<file path="src/rtl/ysyx_22040750_mem_arbiter.sv">
`timescale 1ns/1ps
// Shares one AXI4 memory master between icache (read) and dcache (read + write).
// Tie-break policy: define ARB_RR_EN for round-robin, otherwise dcache has fixed priority.
module ysyx_22040750_mem_arbiter #(
  parameter int ADDR_W = 32,
  parameter int DATA_W = 64
) (
  input  logic                I_clk,
  input  logic                I_rst_n,
  // icache read master
  input  logic [ADDR_W-1:0]   I_ic_araddr,
  input  logic [7:0]          I_ic_arlen,
  input  logic [2:0]          I_ic_arsize,
  input  logic [1:0]          I_ic_arburst,
  input  logic                I_ic_arvalid,
  output logic                O_ic_arready,
  output logic [DATA_W-1:0]   O_ic_rdata,
  output logic                O_ic_rvalid,
  output logic                O_ic_rlast,
  input  logic                I_ic_rready,
  // dcache read master
  input  logic [ADDR_W-1:0]   I_dc_araddr,
  input  logic [7:0]          I_dc_arlen,
  input  logic [2:0]          I_dc_arsize,
  input  logic [1:0]          I_dc_arburst,
  input  logic                I_dc_arvalid,
  output logic                O_dc_arready,
  output logic [DATA_W-1:0]   O_dc_rdata,
  output logic                O_dc_rvalid,
  output logic                O_dc_rlast,
  input  logic                I_dc_rready,
  // dcache write master
  input  logic [ADDR_W-1:0]   I_dc_awaddr,
  input  logic [7:0]          I_dc_awlen,
  input  logic [2:0]          I_dc_awsize,
  input  logic [1:0]          I_dc_awburst,
  input  logic                I_dc_awvalid,
  input  logic [DATA_W-1:0]   I_dc_wdata,
  input  logic [DATA_W/8-1:0] I_dc_wstrb,
  input  logic                I_dc_wlast,
  input  logic                I_dc_wvalid,
  input  logic                I_dc_bready,
  output logic                O_dc_awready,
  output logic                O_dc_wready,
  output logic                O_dc_bvalid,
  // memory AR / R
  output logic [ADDR_W-1:0]   O_mem_araddr,
  output logic [7:0]          O_mem_arlen,
  output logic [2:0]          O_mem_arsize,
  output logic [1:0]          O_mem_arburst,
  output logic                O_mem_arvalid,
  input  logic                I_mem_arready,
  input  logic [DATA_W-1:0]   I_mem_rdata,
  input  logic                I_mem_rvalid,
  input  logic                I_mem_rlast,
  output logic                O_mem_rready,
  // memory AW / W / B
  output logic [ADDR_W-1:0]   O_mem_awaddr,
  output logic [7:0]          O_mem_awlen,
  output logic [2:0]          O_mem_awsize,
  output logic [1:0]          O_mem_awburst,
  output logic                O_mem_awvalid,
  output logic [DATA_W-1:0]   O_mem_wdata,
  output logic [DATA_W/8-1:0] O_mem_wstrb,
  output logic                O_mem_wlast,
  output logic                O_mem_wvalid,
  input  logic                I_mem_awready,
  input  logic                I_mem_wready,
  input  logic                I_mem_bvalid,
  output logic                O_mem_bready
);

  typedef enum logic [2:0] {S_IDLE, S_AR_IC, S_AR_DC, S_R_IC, S_R_DC} state_t;

  state_t r_state, w_state_nxt;
  logic   r_wr_busy;
  logic   r_last_dc;
  logic   w_last_dc_nxt;
  logic   w_aw_hs, w_b_hs, w_tie_ic;

  assign w_aw_hs = I_dc_awvalid & I_mem_awready;
  assign w_b_hs  = I_mem_bvalid & I_dc_bready;

`ifdef ARB_RR_EN
  assign w_tie_ic = r_last_dc;
`else
  assign w_tie_ic = 1'b0;
`endif

  always_ff @(posedge I_clk) begin
    if (!I_rst_n) begin
      r_state   <= S_IDLE;
      r_wr_busy <= 1'b0;
      r_last_dc <= 1'b1;
    end else begin
      r_state   <= w_state_nxt;
      r_last_dc <= w_last_dc_nxt;
      // a new AW accepted alongside the old B keeps the write window open
      if (w_aw_hs)
        r_wr_busy <= 1'b1;
      else if (w_b_hs)
        r_wr_busy <= 1'b0;
    end
  end

  always_comb begin
    w_state_nxt   = r_state;
    w_last_dc_nxt = r_last_dc;
    O_mem_araddr  = '0;
    O_mem_arlen   = '0;
    O_mem_arsize  = '0;
    O_mem_arburst = '0;
    O_mem_arvalid = 1'b0;
    O_ic_arready  = 1'b0;
    O_dc_arready  = 1'b0;
    O_ic_rdata    = '0;
    O_ic_rvalid   = 1'b0;
    O_ic_rlast    = 1'b0;
    O_dc_rdata    = '0;
    O_dc_rvalid   = 1'b0;
    O_dc_rlast    = 1'b0;
    O_mem_rready  = 1'b0;
    case (r_state)
      S_IDLE: begin
        if (!r_wr_busy && !I_dc_awvalid) begin
          if (I_ic_arvalid && I_dc_arvalid)
            w_state_nxt = w_tie_ic ? S_AR_IC : S_AR_DC;
          else if (I_ic_arvalid)
            w_state_nxt = S_AR_IC;
          else if (I_dc_arvalid)
            w_state_nxt = S_AR_DC;
        end
      end
      S_AR_IC: begin
        O_mem_araddr  = I_ic_araddr;
        O_mem_arlen   = I_ic_arlen;
        O_mem_arsize  = I_ic_arsize;
        O_mem_arburst = I_ic_arburst;
        O_mem_arvalid = 1'b1;
        O_ic_arready  = I_mem_arready;
        if (I_mem_arready) begin
          w_state_nxt   = S_R_IC;
          w_last_dc_nxt = 1'b0;
        end
      end
      S_AR_DC: begin
        O_mem_araddr  = I_dc_araddr;
        O_mem_arlen   = I_dc_arlen;
        O_mem_arsize  = I_dc_arsize;
        O_mem_arburst = I_dc_arburst;
        O_mem_arvalid = 1'b1;
        O_dc_arready  = I_mem_arready;
        if (I_mem_arready) begin
          w_state_nxt   = S_R_DC;
          w_last_dc_nxt = 1'b1;
        end
      end
      S_R_IC: begin
        O_ic_rdata   = I_mem_rdata;
        O_ic_rvalid  = I_mem_rvalid;
        O_ic_rlast   = I_mem_rlast;
        O_mem_rready = I_ic_rready;
        if (I_mem_rvalid && I_ic_rready && I_mem_rlast)
          w_state_nxt = S_IDLE;
      end
      S_R_DC: begin
        O_dc_rdata   = I_mem_rdata;
        O_dc_rvalid  = I_mem_rvalid;
        O_dc_rlast   = I_mem_rlast;
        O_mem_rready = I_dc_rready;
        if (I_mem_rvalid && I_dc_rready && I_mem_rlast)
          w_state_nxt = S_IDLE;
      end
      default: w_state_nxt = S_IDLE;
    endcase
  end

  // write channels are never arbitrated
  assign O_mem_awaddr  = I_dc_awaddr;
  assign O_mem_awlen   = I_dc_awlen;
  assign O_mem_awsize  = I_dc_awsize;
  assign O_mem_awburst = I_dc_awburst;
  assign O_mem_awvalid = I_dc_awvalid;
  assign O_mem_wdata   = I_dc_wdata;
  assign O_mem_wstrb   = I_dc_wstrb;
  assign O_mem_wlast   = I_dc_wlast;
  assign O_mem_wvalid  = I_dc_wvalid;
  assign O_dc_awready  = I_mem_awready;
  assign O_dc_wready   = I_mem_wready;
  assign O_dc_bvalid   = I_mem_bvalid;
  assign O_mem_bready  = I_dc_bready;

endmodule
</file>
<file path="config.mk">
export PLATFORM = sky130hd
export DESIGN_NAME = ysyx_22040750_mem_arbiter
export DESIGN_NICKNAME = d
export VERILOG_FILES = /design/src/rtl/ysyx_22040750_mem_arbiter.sv
export SDC_FILE = /design/constraint.sdc
export NUM_CORES = 1
export LEC_CHECK = 0
export ABC_AREA = 1
export CORE_AREA = 2 2 231 233
export CTS_CLUSTER_DIAMETER = 150
export DETAILED_ROUTE_END_ITERATION = 8
export DIE_AREA = 0 0 233 235
export GPL_TIMING_DRIVEN = 1
export PLACE_DENSITY = 0.38
export SLEW_MARGIN = 10
export SYNTH_ARGS = -nofsm -noshare
export SYNTH_HDL_FRONTEND = slang
export SYNTH_SLANG_ARGS = --single-unit
</file>
<file path="constraint.sdc">
create_clock -name I_clk -period 1.6 [get_ports I_clk]
set_input_delay 0.32 -clock I_clk [delete_from_list [all_inputs] [get_ports I_clk]]
set_output_delay 0.32 -clock I_clk [all_outputs]
set_load 0.01 [all_outputs]
</file>
==> results of run 1 <==
## path summary, 6_finish.rpt
check,start,to,slack [ns],depth (start not counted)
hold / removal,r_wr_busy,r_wr_busy,0.49,2
hold reg to reg,r_wr_busy,r_wr_busy,0.49,2
setup / recovery,r_state[2],O_mem_arlen[6],-0.27,7
setup reg to reg,r_state[2],r_state[1],-0.01,11
## registers in the layout, summed over array words and instances, names as in the netlist
name	cells
r_state	3
r_wr_busy	1
## stage by stage
step	hold WS, ns	power (mW)	setup slack [ns]
after global routing	0.519	6.55	-0.347
after CTS	0.497	5.47	-0.294
after detailed placement	0.487	4.74	-0.439
after global placement	0.481	4.81	-0.470
after floorplan	0.440	2.37	0.199
final	0.485	6.16	-0.273
## power breakdown
group	total, mW	internal (mW)	switching, mW	leakage, nW
clock network	0.391	0.319	0.0712	0.0370
registers	0.166	0.135	0.0309	0.0347
logic	5.60	2.98	2.62	3.28
## kinds of logic after synthesis
| kind of cell | Yosys count |
|---|---|
| AND/OR/NAND/NOR | 173 |
| flip-flops | 4 |
| buffers and inverters | 231 |
| AO/OA/AOI/OAI | 52 |
## what timing repair did
action,in CTS,in global routing
hold buffers,0,0
pin swaps,5,39
cloned,7,4
setup buffers,7,15
resized for setup,625,270
setup endpoints to repair,186,187
## cells in the final DEF, fill, tap and decap left out
cell type,n
buf_12,18
nor2_2,21
nand2_4,2
nor2_4,68
nand3_2,2
a21oi_1,3
clkbuf_16,7
nand2_8,1
dfxtp_1,1
nand2_1,17
inv_12,1
dlymetal6s2s_1,3
nand3_1,7
clkdlybuf4s50_1,167
buf_4,37
inv_2,1
a32o_1,38
bufbuf_16,1
buf_6,69
o21ai_0,3
buf_8,7
a32o_2,8
buf_16,6
clkdlybuf4s15_2,12
inv_1,77
dfxtp_4,2
buf_2,107
clkbuf_2,1
dfxtp_2,1
nor2_1,55
## cell type report
type                       count  area (um^2)  share of cell area (%)
tap                          688          861                    11.8
sequential                     4         88.8                    1.22
multi-input combinational    225         1770                    24.2
clock buffer                   3         75.1                    1.03
inverter                      79          309                    4.23
timing repair buffer         432         4200                    57.6
## worst register-to-register path, delay by kind of cell, from the launching register on
kind	cells	cell delay, ns
AO/OA/AOI/OAI	1	0.13
flip-flops	1	0.35
buffers and inverters	5	0.67
AND/OR/NAND/NOR	5	0.36
## routing by layer
| layer | part of all wire [%] | track usage, % | vias up | wire [um] |
|---|---|---|---|---|
| met5 | 0 | 0 | - | 0 |
| met4 | 0.53 | 1.14 | 0 | 121 |
| met3 | 16 | 4.22 | 4 | 3570 |
| met2 | 55 | 15.2 | 437 | 12700 |
| met1 | 29 | 6.08 | 1821 | 6560 |
| li1 | - | - | 1884 | - |
==> metrics.cfg, run 1 <==
[setup_path]
crit_fanout=6
cp_top_family=buffers and inverters
critPathArrivalTime_ns=1.55
worst_path_most_repeated_cell=buf_12
cp_data_required_time_ns=1.28
critPathLaunchType=flip-flop
cp_cell_sequence=buf_6 -> nor2_4 -> buf_12 -> buf_12 -> clkbuf_16 -> a32o_1 -> buf_2
critPathMaxStageDelay_ns=0.35
cp_slowest_cell=dfxtp_4
crit_buf_inv=5
cp-end-kind=primary output
crit_type=reg2out

[run]
drv_cap=0

[finish]
n_antenna_cell=0
fin_cells=1431
final_area_mm2=0.00730
nNetsFinal=1032
fillerInstances=6041
final_layout_size_suffix_gt1_share_pct=50.1
postLayoutCoreUtil_pct=14.0
syn_to_final_growth_pct=144

[floorplanning]
dieArea_mm2=0.0548
initial_core_util_pct=5.72
io_pins=592
dieWidth_um=233
rows=84
coreArea_mm2=0.0522
die_y_um=235

[status]
violations=setup timing
status=complete, but fails checks

[clock_tree]
numCtsBuffers=3
cts_sinks=4
cts_max_level=1
cts_tree=yes
clk_pin_slew_ns=0.03
insertion_delay_ns=0.22
ctsLongestPathBuffers=2
cts_root_buf=clkbuf_16

[yosys]
synth_cells=460
synth_xor_area_share_pct=0
seq_area_frac_synth_pct=2.68
synth_compound_area_share_pct=16.4
synthAdderAreaFrac_pct=0
syn_nets=747
syn_avg_cell_area_um2=6.50
synth_area_leaders=buf_4 (31%), nor2_4 (15%), a32o_1 (15%)
yosys_most_used_dff=dfxtp_1
syn-cell-area_mm2=0.00299
synth_warnings=0
synth_mux_area_share_pct=0
synth_top_cell_area_share_pct=31.1
synth_top_family_by_area=buffers and inverters
ys_ff_latch=4
synth_edf_count=0
ys_types=17
yosysMostFrequentCell=buf_4
synth_top_area_cell=buf_4
synth_common_cells=buf_4 (124), nor2_1 (101), inv_1 (77)
async_flop_share_pct=0
synth-simple-area-share_pct=32.9

[route]
ant_nets=0
drt_wl_total_um=22900
wl_per_cell_um=16.0
drcViolationCount=0
first_pass_iters=4
drt_iter0_drc=124
via_per_inst=2.90
vias=4146

[place]
place.gp.congestion=0.745
dpl.cell_count=1397
place_area_mm2=0.00673
port_buffers=351
hpwl_um=18800

[global_route]
grt_pass1_wl_um=28900
grt_max_degree=38
antenna_found_initial=0
grt.total_usage_pct=7.44
grt_remaining_overflow=0
grt_pass1_vias=4021

[sta]
grt_setup_unrepaired=yes
setup_tns_ns=-28.79
hold_viol_final=0
setup-violations-final=183
finClkSkew_ns=0.00227
period_needed_ns=1.87
fin_ws_ns=-0.273
worst_pin_slew_ns=0.339
fmax_ghz=0.534
slew_viol_final=0
slew_headroom_pct=77.4
fin_crit_sh_pct=117

[worst_hold_path]
min_path_type=reg2reg

[pwr]
p_per_area_mw_per_mm2=844
leakagePower_nw=3.35
ir_drop_mv=0.495

(Power assumes the default switching activity.)
==> run 2, diff against run 1 <==
--- a/config.mk
+++ b/config.mk
@@ -6,11 +6,10 @@
 export NUM_CORES = 1
 export LEC_CHECK = 0
-export ABC_AREA = 1
-export CORE_AREA = 2 2 231 233
+export CORE_AREA = 2 2 232 234
 export CTS_CLUSTER_DIAMETER = 150
 export DETAILED_ROUTE_END_ITERATION = 8
-export DIE_AREA = 0 0 233 235
+export DIE_AREA = 0 0 234 236
 export GPL_TIMING_DRIVEN = 1
-export PLACE_DENSITY = 0.38
+export PLACE_DENSITY = 0.37
 export SLEW_MARGIN = 10
 export SYNTH_ARGS = -nofsm -noshare
==> constraint.sdc (replaced) <==
create_clock -name I_clk -period 1.6 [get_ports I_clk]
set_input_delay 0.24 -clock I_clk [delete_from_list [all_inputs] [get_ports I_clk]]
set_output_delay 0.24 -clock I_clk [all_outputs]
set_load 0.01 [all_outputs]
==> metrics.cfg, run 2 <==
[status]
status=complete, but fails checks
violations=setup timing

[worst_hold_path]
whs_path_depth=0
min_path_type=in2out

[global_route]
grt_util_met1_pct=9.91
antenna_found_initial=0
grt_max_degree=15
grt.met3_usage_pct=2.72
grt_pass1_wl_um=29100
grt_util_met2_pct=11.8
top_usage_layer=met2
grt_pass1_vias=3650
grt.total_usage_pct=7.58
grt_remaining_overflow=0

[route]
drt_iter0_drc=95
vias=3696
drt_wl_total_um=22900
drcViolationCount=0
via_per_inst=2.71
first_pass_iters=4
wl_per_cell_um=16.8
ant_nets=0

[clock_tree]
cts_max_level=1
cts_root_buf=clkbuf_16
cts_tree=yes
clk_pin_slew_ns=0.03
holdBufCountCts=0
ctsLongestPathBuffers=2
cts_sinks=4
numCtsBuffers=3
insertion_delay_ns=0.23

[yosys]
synth_warnings=0
synth_edf_count=0
syn_nets=647
syn-cell-area_mm2=0.00256
synth_top_area_cell=buf_4
synth_top_cell_area_share_pct=37.8
ys_types=31
synth_area_leaders=buf_4 (38%), and2_1 (32%), a22o_1 (16%)
async_flop_share_pct=0
synth_cells=360
seq_area_frac_synth_pct=3.12
yosysMostFrequentCell=and2_1
yosys_most_used_dff=dfxtp_1
synth_common_cells=and2_1 (133), buf_4 (129), a22o_1 (46)
syn_avg_cell_area_um2=7.12
ys_ff_latch=4

[place]
place_area_mm2=0.00631
port_buffers=351
place.gp.congestion=0.766
dpl_worst_slack_ns=-0.459
hpwl_um=14200

[sta]
fmax_ghz=0.519
setup_tns_ns=-31.03
hold_viol_final=0
period_needed_ns=1.93
setup-violations-final=182
slew_viol_final=0
fin_ws_ns=-0.325
slew_headroom_pct=74.2
finClkSkew_ns=0.00407
grt_setup_unrepaired=yes
fin_crit_sh_pct=120
worst_pin_slew_ns=0.384

[setup_path]
critPathLaunchType=flip-flop
cp_data_required_time_ns=1.36
crit_fanout=6
critPathArrivalTime_ns=1.69
cp-end-kind=primary output
r2r_cells=8
crit_type=reg2out

[finish]
regMostFlops=r_state
n_antenna_cell=0
final_common_cell=clkdlybuf4s50_1
syn_to_final_growth_pct=206
postLayoutCoreUtil_pct=14.8
nNetsFinal=959
top_regs=r_state (3), r_wr_busy (1)
final_layout_size_suffix_gt1_share_pct=63.1
largest_reg_flops=3
final_area_mm2=0.00786
mostFrequentLayoutCells=clkdlybuf4s50_1 (170), buf_6 (146), and2_4 (120), buf_2 (56), a22o_1 (44)

[floorplanning]
coreArea_mm2=0.0531
die_y_um=236
rows=85
io_pins=592
dieWidth_um=234
initial_core_util_pct=4.83
dieArea_mm2=0.0552

[pwr]
p_total_mw=5.80
p_per_area_mw_per_mm2=738
ir_drop_mv=0.359
leakagePower_nw=3.39

[run]
drv_cap=0

-- run 2: where the power goes --
group	switching, mW	internal (mW)
Clock	0.0783	0.320
Sequential	0.0423	0.138
Combinational	2.09	3.13
-- run 2: repair_timing --
item / CTS / global route
setup buffers: 41 / 10
gates resized for setup: 856 / 202
setup endpoints to repair: 181 / 184
pin swaps: 73 / 30
cloned: 19 / 2
-- run 2: worst paths after layout --
| path | startpoint | end | slack [ns] |
|---|---|---|---|
| min reg2reg | r_wr_busy | r_wr_busy | 0.54 |
| max reg2reg | r_state[2] | r_state[0] | -0.01 |
| min | I_dc_wdata[55] | O_mem_wdata[55] | 0.48 |
| max | r_state[2] | O_mem_rready | -0.33 |
-- run 2: critical path: stages (launching register included) --
cell     delay, ns
dfxtp_2       0.32
buf_6         0.11
nor3b_4       0.14
buf_6         0.12
buf_12        0.13
buf_16        0.14
buf_12        0.13
a22o_1        0.21
buf_2         0.14
-- run 2: per-stage QoR --
step / instances / hold slack, ns
6_report: 1366 / 0.480
5_1_grt: 1366 / 0.480
4_1_cts: 1362 / 0.480
3_5_place_dp: 1299 / 0.480
3_3_place_gp: 1299 / 0.480
2_1_floorplan: 360 / 0.368
-- run 2: kinds of logic after synthesis --
logic type,synth area share [%]
compound gates,18.2
xor+xnor,0.342
buf+inv,41.4
flops,3.12
simple gates,36.9
-- run 2: final cells by class --
cell class,instances,area [um^2]
fill,5952,45200
tap,696,871
sequential,4,88.8
clock buffer,3,75.1
inverter,3,11.3
multi-input combinational,206,1780
timing repair buffer,454,5030
-- run 2: per-layer routing --
metal | share of wire, % | vias to the layer above
met5 | 0 | -
met4 | 2.3 | 0
met3 | 9.4 | 44
met2 | 44 | 248
met1 | 44 | 1710
li1 | - | 1694
==> run 3, diff against run 2 <==
Settings changed: CTS_BUF_LIST set to sky130_fd_sc_hd__clkbuf_8, TNS_END_PERCENT set to 100.
Clock period 1.6 ns to 1.89 ns, I/O delays scaled along.
==> metrics.cfg, run 3 (same netlist as run 2, synthesis figures left out) <==
[status]
status=complete, but fails checks
violations=setup timing

[finish]
largest_reg_flops=3
final_common_cell=clkdlybuf4s50_1
nNetsFinal=948
mostFrequentLayoutCells=clkdlybuf4s50_1 (170), buf_2 (89), and2_1 (85), buf_6 (77), and2_4 (48)
top_regs=r_state (3), r_wr_busy (1)
final_layout_size_suffix_gt1_share_pct=49.5
regMostFlops=r_state
syn_to_final_growth_pct=172

[clock_tree]
clk_pin_slew_ns=0.03
holdBufCountCts=0
cts_sinks=4
numCtsBuffers=3
cts_root_buf=clkbuf_8
cts_max_level=1
insertion_delay_ns=0.22
ctsLongestPathBuffers=2
cts_tree=yes

[place]
port_buffers=351
place.gp.congestion=0.753
hpwl_um=14100

[global_route]
antenna_found_initial=1
grt_remaining_overflow=0
grt_pass1_wl_um=27400
grt_max_degree=18
grt_pass1_vias=3606
grt.total_usage_pct=7.00

[setup_path]
crit_fanout=7
critPathArrivalTime_ns=1.65
critPathLaunchType=flip-flop
cp-end-kind=primary output
reg2reg_from=r_state[2]
reg2reg_to=r_state[0]
crit_type=reg2out
cp_data_required_time_ns=1.61
r2r_cells=9
rrSetupSlack_ns=0.23

[worst_hold_path]
hp-start=r_wr_busy
min_path_type=reg2reg
whs_path_depth=2
hold-path-endpoint=r_wr_busy

[route]
first_pass_iters=6
wl_met1_um=9310
via_per_inst=2.66
wl_per_cell_um=15.9
wl_met2_um=9780
drcViolationCount=0
ant_nets=0
maxUsedRoutingLayer=met4
drt_iter0_drc=64
drt_wl_total_um=21600
vias=3609
routed-wl-met3_um=2040

[sta]
fmax_ghz=0.518
slew_headroom_pct=76.1
finClkSkew_ns=0.00253
setup-violations-final=2
fin_crit_sh_pct=102
period_needed_ns=1.93
slew_viol_final=0
timing.hold.ws_ns=0.530
grt_setup_unrepaired=yes
fin_ws_ns=-0.0422
worst_pin_slew_ns=0.356
hold_viol_final=0

[floorplanning]
rows=85
dieArea_mm2=0.0552
initial_core_util_pct=4.83
io_pins=592
dieWidth_um=234
coreArea_mm2=0.0531
die_y_um=236

[pwr]
ir_drop_mv=0.308
internal_power_mw=2.63
p_total_mw=4.37
switching_power_mw=1.74
share_comb_of_total_power_pct=92.4
clkPwrFrac_pct=4.1
power.share.switching_pct=39.8
power_frac_seq_pct=3.5
p_per_area_mw_per_mm2=627
leakagePower_nw=3.12

[run]
drv_cap=0

## run 3: changes by cell type in the layout (fill, tap and decap cells not counted), sizes merged
cell           delta
buf              -51
clkbuf           +28
dlygate4sd2       +9
clkdlybuf4s15     +3
diode             +1
## run 3: how the worst max path moves through the flow
stage	from	to
after floorplan	r_state[1]	O_dc_rdata[43]
after global placement	r_state[1]	O_mem_araddr[17]
after detailed placement	r_state[1]	O_mem_araddr[17]
after CTS	r_state[2]	O_ic_rdata[2]
after global routing	r_state[0]	O_mem_araddr[29]
final	r_state[0]	O_mem_arsize[1]
## run 3: critical path, cell delays in order (launching register included)
cell     delay, ns
dfxtp_4       0.38
buf_6         0.11
nor3_4        0.03
buf_6         0.11
buf_12        0.13
buf_12        0.14
buf_6         0.11
buf_6         0.10
a22o_1        0.18
buf_2         0.14
## run 3: stage by stage
stage | TNS [ns] | cells | cell area, um^2 | utilization (%) | setup WS (ns)
3_5_place_dp | -17.99 | 1293 | 6250 | 11.8 | -0.248
5_1_grt | -3.73 | 1355 | 6960 | 13.1 | -0.130
4_1_cts | -3.28 | 1352 | 6690 | 12.6 | -0.179
6_report | -0.0686 | 1356 | 6960 | 13.1 | -0.0422
2_1_floorplan | 0 | 360 | 2560 | - | 0.393
3_3_place_gp | -17.42 | 1293 | 6250 | 11.8 | -0.226
## run 3: final cells by class
| class | instances | area (um^2) |
|---|---|---|
| Clock buffer | 3 | 41.3 |
| Multi-Input combinational cell | 206 | 1590 |
| Sequential cell | 4 | 88.8 |
| Inverter | 3 | 11.3 |
| Fill cell | 6095 | 46100 |
| Tap cell | 696 | 871 |
| Timing Repair Buffer | 443 | 4360 |
| Antenna cell | 1 | 2.50 |
## run 3: power groups by stage
stage                     Sequential (mW)  Clock, mW  Combinational [mW]
after floorplan                     0.127          0                1.47
after global placement              0.138          0                3.32
after detailed placement            0.138          0                3.30
after CTS                           0.147      0.186                3.93
after global routing                0.157      0.200                4.35
final                               0.152      0.178                4.04
## run 3: timing repair
action,in CTS,in global routing
resized for setup,594,265
cloned,13,4
setup endpoints to repair,180,168
pin swaps,10,51
setup buffers,44,17
## run 3: per-layer routing
layer / GRT usage, % / up-vias
met4: 1.73 / 0
met5: 0 / -
met1: 9.06 / 1653
met3: 2.49 / 40
li1: - / 1664
met2: 11.0 / 252
